--- src/rtl/led_bank_ctrl.sv ---
// LED bank controller: tick-divided pattern engine (rotate/bounce/blink/off)
// with a req/ack override that borrows the bank for OVR_HOLD ticks.
module led_bank_ctrl #(
  parameter int unsigned TICK_DIV = 12000000,
  parameter int unsigned OVR_HOLD = 3
) (
  input  logic       clk,
  input  logic       rst,
  input  logic [1:0] mode_in,
  input  logic       mode_load,
  input  logic       ovr_req,
  input  logic [3:0] ovr_pat,
  output logic       ovr_ack,
  output logic       busy,
  output logic       tick_out,
  output logic [3:0] leds,
  output logic       power_led
);

  localparam int unsigned HW = $clog2(OVR_HOLD + 1);

  typedef enum logic [1:0] {
    M_ROTATE = 2'd0,
    M_BOUNCE = 2'd1,
    M_BLINK  = 2'd2,
    M_OFF    = 2'd3
  } mode_t;

  typedef enum logic {
    S_RUN = 1'b0,
    S_OVR = 1'b1
  } state_t;

  logic [23:0]   cnt;
  mode_t         mode;
  mode_t         load_mode;
  logic [3:0]    pat;
  logic          dir_up;
  state_t        state;
  logic [HW-1:0] hold;

  logic          cnt_last;
  logic          tick_hit;
  logic          hold_last;
  logic [3:0]    step_pat;
  logic          step_dir;
  logic [3:0]    pat_nxt;
  logic          dir_nxt;

  assign load_mode = mode_t'(mode_in);
  assign cnt_last  = (cnt == 24'(TICK_DIV - 1));
  // A load on the same edge restarts the divider, so it suppresses the tick.
  assign tick_hit  = cnt_last && !mode_load;
  assign hold_last = (hold == HW'(OVR_HOLD - 1));

  always_comb begin
    step_pat = pat;
    step_dir = dir_up;
    case (mode)
      M_ROTATE: step_pat = {pat[2:0], pat[3]};
      M_BOUNCE: begin
        if (dir_up) begin
          if (pat[3]) begin
            step_pat = 4'b0100;
            step_dir = 1'b0;
          end else begin
            step_pat = {pat[2:0], 1'b0};
          end
        end else begin
          if (pat[0]) begin
            step_pat = 4'b0010;
            step_dir = 1'b1;
          end else begin
            step_pat = {1'b0, pat[3:1]};
          end
        end
      end
      M_BLINK:  step_pat = ~pat;
      M_OFF:    step_pat = '0;
      default:  step_pat = pat;
    endcase
  end

  // Next pattern: load reinitialises, ticks advance only while the engine owns the bank.
  always_comb begin
    pat_nxt = pat;
    dir_nxt = dir_up;
    if (mode_load) begin
      dir_nxt = 1'b1;
      case (load_mode)
        M_ROTATE, M_BOUNCE: pat_nxt = 4'b0001;
        M_BLINK:            pat_nxt = 4'b1111;
        default:            pat_nxt = '0;
      endcase
    end else if (tick_hit && (state == S_RUN)) begin
      pat_nxt = step_pat;
      dir_nxt = step_dir;
    end
  end

  always_ff @(posedge clk) begin
    if (rst) begin
      cnt       <= '0;
      tick_out  <= 1'b0;
      mode      <= M_ROTATE;
      pat       <= 4'b0001;
      dir_up    <= 1'b1;
      state     <= S_RUN;
      hold      <= '0;
      leds      <= 4'b0001;
      ovr_ack   <= 1'b0;
      busy      <= 1'b0;
      power_led <= 1'b0;
    end else begin
      cnt       <= (mode_load || cnt_last) ? '0 : cnt + 24'd1;
      tick_out  <= tick_hit;
      power_led <= 1'b1;
      ovr_ack   <= 1'b0;
      pat       <= pat_nxt;
      dir_up    <= dir_nxt;
      if (mode_load) begin
        mode <= load_mode;
      end
      case (state)
        S_RUN: begin
          if (ovr_req) begin
            state   <= S_OVR;
            ovr_ack <= 1'b1;
            busy    <= 1'b1;
            leds    <= ovr_pat;
            hold    <= '0;
          end else begin
            leds <= pat_nxt;
          end
        end
        S_OVR: begin
          if (tick_hit) begin
            hold <= hold + HW'(1);
            if (hold_last) begin
              state <= S_RUN;
              busy  <= 1'b0;
              leds  <= pat_nxt;
            end
          end
        end
        default: state <= S_RUN;
      endcase
    end
  end

endmodule
--- config.mk ---
export PLATFORM = sky130hd
export DESIGN_NAME = led_bank_ctrl
export DESIGN_NICKNAME = d
export VERILOG_FILES = /design/src/rtl/led_bank_ctrl.sv
export SDC_FILE = /design/constraint.sdc
export NUM_CORES = 1
export LEC_CHECK = 0
export CAP_MARGIN = 15
export CORE_UTILIZATION = 60
export DETAILED_ROUTE_END_ITERATION = 7
export PLACE_DENSITY = 0.78
export REMOVE_ABC_BUFFERS = 1
export SYNTH_ARGS = -nofsm -noshare
export SYNTH_HDL_FRONTEND = slang
export SYNTH_SLANG_ARGS = --single-unit
--- constraint.sdc ---
create_clock -name clk -period 5.3 [get_ports clk]
set_input_delay 1.59 -clock clk [delete_from_list [all_inputs] [get_ports clk]]
set_output_delay 1.59 -clock clk [all_outputs]
set_load 0.01 [all_outputs]
==> results.py <==
metrics = {
    "die": {
        "ios": 18,
        "row_count": 20,
        "die-height_um": 60.7,
        "horizontal_die_dimension_um": 60.7,
        "dieArea_mm2": 0.00369,
        "effective_utilization_at_floorplan_pct": 65.7,
        "core_area_mm2": 0.00315,
    },
    "timing": {
        "fin_tns_setup_ns": 0,
        "hold_ws_ns": 0.473,
        "timing.final.crit_period_ns": 3.13,
        "rsz0062_at_grt": "false",
        "timing_max_transition_violations_final": 0,
        "fin_crit_sh_pct": 59.1,
        "relSlewSlack_pct": 46.1,
        "final_hold_viol_count": 0,
        "max_freq_ghz": 0.319,
        "clock-skew-final_ns": 0.00405,
        "worstMarginPinSlew_ns": 0.801,
        "setup_viol": 0,
    },
    "yosys": {
        "asyncSetResetFlopFracSynth_pct": 0,
        "number_of_enable_type_register_cells_in_the_synthesized_netlist": 0,
        "ys_seq_area_share_pct": 40.6,
        "synth.avg_cell_area_um2": 8.89,
        "netlist_instances": 233,
        "synth_area_mm2": 0.00207,
        "synth_cell_types": 49,
        "postSynthRegisterBits": 42,
        "ys_warn_count": 0,
        "synth_top_flop_cell": "sky130_fd_sc_hd__dfxtp_1",
    },
    "cts": {
        "cts.root.buffer_cell": "sky130_fd_sc_hd__clkbuf_4",
        "cts_tree": "yes",
        "clkLatencyLatePin_ns": 0.34,
        "h-tree-depth": 2,
        "cts.clk_slew.worst_paths_ns": 0.11,
        "cts_hold_repair.buffers": 0,
        "numClockSinks": 42,
        "post-cts-setup-buffer-count": 0,
        "cts-root-to-sink-buffers": 2,
        "cts_buffers": 5,
        "post_cts.resized_instances": 0,
    },
    "route": {
        "detail_route.wirelength_um": 4070,
        "detail_route.first_pass.iterations": 4,
        "via_count": 1659,
        "drtIter0Drc": 154,
        "drt.antenna.violating_nets": 0,
        "remaining_drc_errors": 0,
        "vias_per_cell": 5.66,
        "routedWlPerCell_um": 13.9,
    },
    "global_route": {
        "antenna_found_initial": 0,
        "grt_max_degree": 24,
        "first_global_vias": 1562,
        "first_pass_grt_wire_length_um": 7000,
        "gr_util_all_layers_pct": 25.9,
        "globalRouteOverflowTotal": 0,
    },
    "placed_design": {
        "buffer_ports.inserted": 17,
        "place_congestion": 0.870,
        "placed_cell_area_mm2": 0.00225,
        "placedCellCount": 287,
        "dp_hpwl_um": 3070,
    },
    "power": {
        "ir_worst_vdd_mv": 0.183,
        "power_density_over_the_cells_mw_per_mm2": 233,
        "leakage_nw": 0.769,
    },
    "hold_path": {
        "hp-class": "flop to flop",
        "min_to": "cnt[0]",
        "timing.hold.worst_path_depth": 1,
        "min-delay-start": "cnt[0]",
    },
    "critical_path": {
        "critical_path.n_buffers_inverters": 1,
        "startpoint": "rst",
        "critPathTopFamily": "buffers and inverters",
        "reg2reg_depth": 6,
        "worst-endpoint-required_ns": 5.51,
        "crit_fanout": 23,
        "r2r-end": "cnt[11]",
        "critical_path.cell_chain": "clkdlybuf4s50_1 -> nor2_1 -> nand2_1 -> nor2_1",
        "worstPathArrival_ns": 3.35,
        "critical-path-top-cell-by-count": "sky130_fd_sc_hd__nor2_1",
        "worst-setup-path-type": "input port to flop",
        "timing.critical_path.slowest_cell_delay_ns": 0.90,
        "critPathSlowestCell": "sky130_fd_sc_hd__clkdlybuf4s50_1",
        "r2r_setup_slack_ns": 3.12,
        "setup.worst_path.start_class": "input port",
        "regToRegStartpoint": "cnt[0]",
        "worstSetupEndpointType": "flop",
    },
    "status": {
        "outcome": "complete, no violations",
    },
    "final_layout": {
        "instances_no_fill": 293,
        "finish.instance_area_mm2": 0.00230,
        "final_cell_mix": "42 x sky130_fd_sc_hd__nor2_1, 42 x sky130_fd_sc_hd__dfxtp_1, 18 x sky130_fd_sc_hd__nand2_1, 18 x sky130_fd_sc_hd__xnor2_1, 17 x sky130_fd_sc_hd__clkdlybuf4s50_1",
        "insertedDiodeCount": 0,
        "drive_gt1_share_pct": 9.24,
        "layout_overhead_on_the_synthesized_area_pct": 11.1,
        "finish.utilization_pct": 72.9,
        "finish.net_count": 262,
    },
    "run": {
        "maxCapViolCount": 0,
    },
}
per-layer routing:
layer	global-route usage [%]	routed length (um)	up-vias
met5	0	0	-
met4	8.12	45	0
met3	6.82	192	5
met2	40.3	1880	34
met1	35.3	1950	775
li1	-	-	845
synthesized netlist by cell type (2+ instances only):
library cell                number  area, um^2
sky130_fd_sc_hd__or3_1           2        12.5
sky130_fd_sc_hd__xnor2_1        18         158
sky130_fd_sc_hd__a2111oi_2       4        60.1
sky130_fd_sc_hd__nor4_1          2        12.5
sky130_fd_sc_hd__buf_4           5        37.5
sky130_fd_sc_hd__nand3_1         9        45.0
sky130_fd_sc_hd__ha_1            2        25.0
sky130_fd_sc_hd__nor4_4          2        42.5
sky130_fd_sc_hd__nor2_1         42         158
sky130_fd_sc_hd__nand2_1        18        67.6
sky130_fd_sc_hd__a211o_1         2        17.5
sky130_fd_sc_hd__a31oi_1         2        12.5
sky130_fd_sc_hd__nor3_1          7        35.0
sky130_fd_sc_hd__dfxtp_1        42         841
sky130_fd_sc_hd__nand2b_1        5        31.3
sky130_fd_sc_hd__nand4_1         5        31.3
sky130_fd_sc_hd__and4_1          5        43.8
sky130_fd_sc_hd__o21ai_0         4        20.0
sky130_fd_sc_hd__and3_1          2        12.5
sky130_fd_sc_hd__nor2b_1         5        31.3
sky130_fd_sc_hd__a21oi_1         6        30.0
sky130_fd_sc_hd__nor3b_1         4        30.0
sky130_fd_sc_hd__buf_2           2        10.0
sky130_fd_sc_hd__inv_1           9        33.8
sky130_fd_sc_hd__mux2i_1         2        20.0
sky130_fd_sc_hd__xor2_1          4        35.0
report_power, final:
part | internal (mW) | leakage (nW) | total, mW | switching, mW
clock network | 0.0599 | 0.0302 | 0.154 | 0.0939
registers | 0.323 | 0.342 | 0.331 | 0.00733
logic | 0.0258 | 0.397 | 0.0521 | 0.0263
total | 0.409 | 0.769 | 0.537 | 0.128
worst reg2reg max path: stages (launching register included):
cell	delay, ns
sky130_fd_sc_hd__dfxtp_1	0.37
sky130_fd_sc_hd__ha_1	0.21
sky130_fd_sc_hd__and3_1	0.21
sky130_fd_sc_hd__nand2_2	0.14
sky130_fd_sc_hd__or3_4	0.44
sky130_fd_sc_hd__nand2_1	0.56
sky130_fd_sc_hd__nor2_1	0.13
stage by stage:
stage	setup slack [ns]	total power [mW]
5_1_grt	1.99	0.560
3_5_place_dp	1.82	0.390
6_report	2.17	0.537
3_3_place_gp	1.89	0.388
2_1_floorplan	2.83	0.364
4_1_cts	2.18	0.539
state kept, by name, indices dropped and copies added (netlist names):
name       cells
ovr_ack        1
busy           1
hold           2
tick_out       1
cnt           24
leds           4
mode           2
dir_up         1
state          1
power_led      1
pat            4
cells by family (layout without fill, tap and decap cells):
logic type,Yosys count,count (layout),share of synthesized area [%]
adders and majority gates,2,2,1.21
AOI/OAI and AO/OA,30,30,12.6
xor gates and xnor gates,22,22,9.30
DFF,42,42,40.6
muxes,3,3,1.51
buffers and inverters,16,32,3.93
and+or+nand+nor,118,118,30.8
worst max-delay path by stage:
| stage | slack, ns | end | depth (start not counted) |
|---|---|---|---|
| after global placement | 1.89 | leds[1] | 5 |
| after global routing | 1.99 | cnt[10] | 4 |
| final | 2.17 | cnt[11] | 4 |
| after detailed placement | 1.82 | cnt[11] | 4 |
| after floorplan | 2.83 | leds[0] | 4 |
| after CTS | 2.18 | cnt[11] | 4 |
final cells by class:
class                   count  area [um^2]
repair buffers             17          170
flip-flops and latches     42          841
fillers                   258          853
inverters                   9         33.8
clock buffers               6         51.3
multi-input cells         175         1150
well taps                  44         55.1
Note: power is estimated with default switching activity, not from simulation.
==> patch: new RTL, same settings <==
Reset style: asynchronous (`rst`), changed in one clocked block.
--- a/src/rtl/led_bank_ctrl.sv
+++ b/src/rtl/led_bank_ctrl.sv
@@ -99,5 +99,5 @@
   end
 
-  always_ff @(posedge clk) begin
+  always_ff @(posedge clk or posedge rst) begin
     if (rst) begin
       cnt       <= '0;
Behaviour: differs if rst is asserted again (counterexample within 4 cycles, from zero or initial values and one cycle with rst high); with rst held inactive, the same outputs for 10 cycles.
==> patch against the original RTL <==
- sequential cell count stayed put
- fmax up 3.0%
- design area increased by 5.7%
- routed wire length up 6.4%
- power fell by 1.4%
- worst setup slack improved by 0.090 ns
- synthesized area increased by 5.0%
- worst hold slack improved by 0.042 ns
- sequential share of layout area rose by 6.8 points
- utilization fell by 1.8 points
- critical endpoint is now cnt[2]
==> patch: results (changes against the original RTL) <==
status finished clean (unchanged); worst slew pin tran 1.12 ns (was 0.801 ns); Seq. pwr 339 uW (was 331 uW); Post-synth top cells dfrtp_1 (39), nor2_1 (33), nand2_1 (17), xor2_1 (15), nand3_1 (13) (was dfxtp_1 (42), nor2_1 (42), nand2_1 (18), xnor2_1 (18)); Total Routing Usage GR 25.4% (was 25.9%); Synth Area in Compound Gates 6.91% (was 12.6%); GR Util met1 36.8% (was 35.3%); Iter 0 DRT Violations 92 (was 154); reg2reg path depth 5 (was 6); Layout Skew 0.00839 ns (was 0.00405 ns); number of fill cells in the layout 259 (was 258); dominant cells by area after synthesis dfrtp_1 (45%), xor2_1 (6.0%), nor2_1 (5.7%), dfstp_2 (3.6%), nand3_1 (3.0%) (was dfxtp_1 (41%), nor2_1 (7.6%), xnor2_1 (7.6%), nand2_1 (3.3%), a2111oi_2 (2.9%)); xor/xnor cell area share of the yosys netlist 8.87% (was 9.31%); GR Util met2 37.8% (was 40.3%); Netlist cell types 46 (was 49); dpl hpwl 3110 um (was 3070 um); met2 WL post-DR 2000 um (was 1880 um); DRT met1 WL 2110 um (was 1950 um); Power per Cell Area 218 nW/um2 (was 233 nW/um2); Routed WL 4330 um (was 4070 um); placed cell areas 2380 um2 (was 2250 um2); WL met3 166 um (was 192 um); largest net degree at the start of global routing 43 (was 24); leak pwr 1.10 nW (was 0.769 nW); vias in the first global route 1,650 (was 1,562); Seq/Total Area, Yosys 48.5% (was 40.6%); Worst IR Drop VDD 160 uV (was 183 uV); reg-to-reg critical path startpoint cnt[8] (was cnt[0]); routed len/inst 15.2 um (was 13.9 um); drt via density 5.85 (was 5.66); setup slack, reg-to-reg 2.76 ns (was 3.12 ns); Pint 397 uW (was 409 uW); CP Launch Point mode_load (was rst); Logic pwr share 8.0% (was 9.7%); met3 Use GR 5.51% (was 6.82%)
==> patch: changes by cell type in the layout (fill, tap and decap cells not counted), sizes merged, moves of 5 or more <==
cell,before,now
dfxtp,42,0
dfrtp,0,39
xnor2,18,7
xor2,4,15
nor2,42,33
nor3,8,3
==> patch: how the worst min path moves through the flow <==
stage          startpoint       to  slack [ns]  cells after the start
3_3_place_gp      hold[0]  hold[0]        0.46                      1
5_1_grt           hold[0]  hold[0]        0.54                      1
3_5_place_dp      hold[0]  hold[0]        0.49                      1
6_report          hold[0]  hold[0]        0.51                      1
4_1_cts           hold[0]  hold[0]        0.51                      1
2_1_floorplan     hold[0]  hold[0]        0.45                      1
==> patch: layout make-up <==
class,instances,share of cell area [%]
Timing Repair Buffer,18,7.31
Inverter,7,1.08
Multi-Input combinational cell,164,43.8
Clock inverter,1,0.309
Sequential cell,42,43.4
Clock buffer,6,1.70
Tap cell,46,2.37
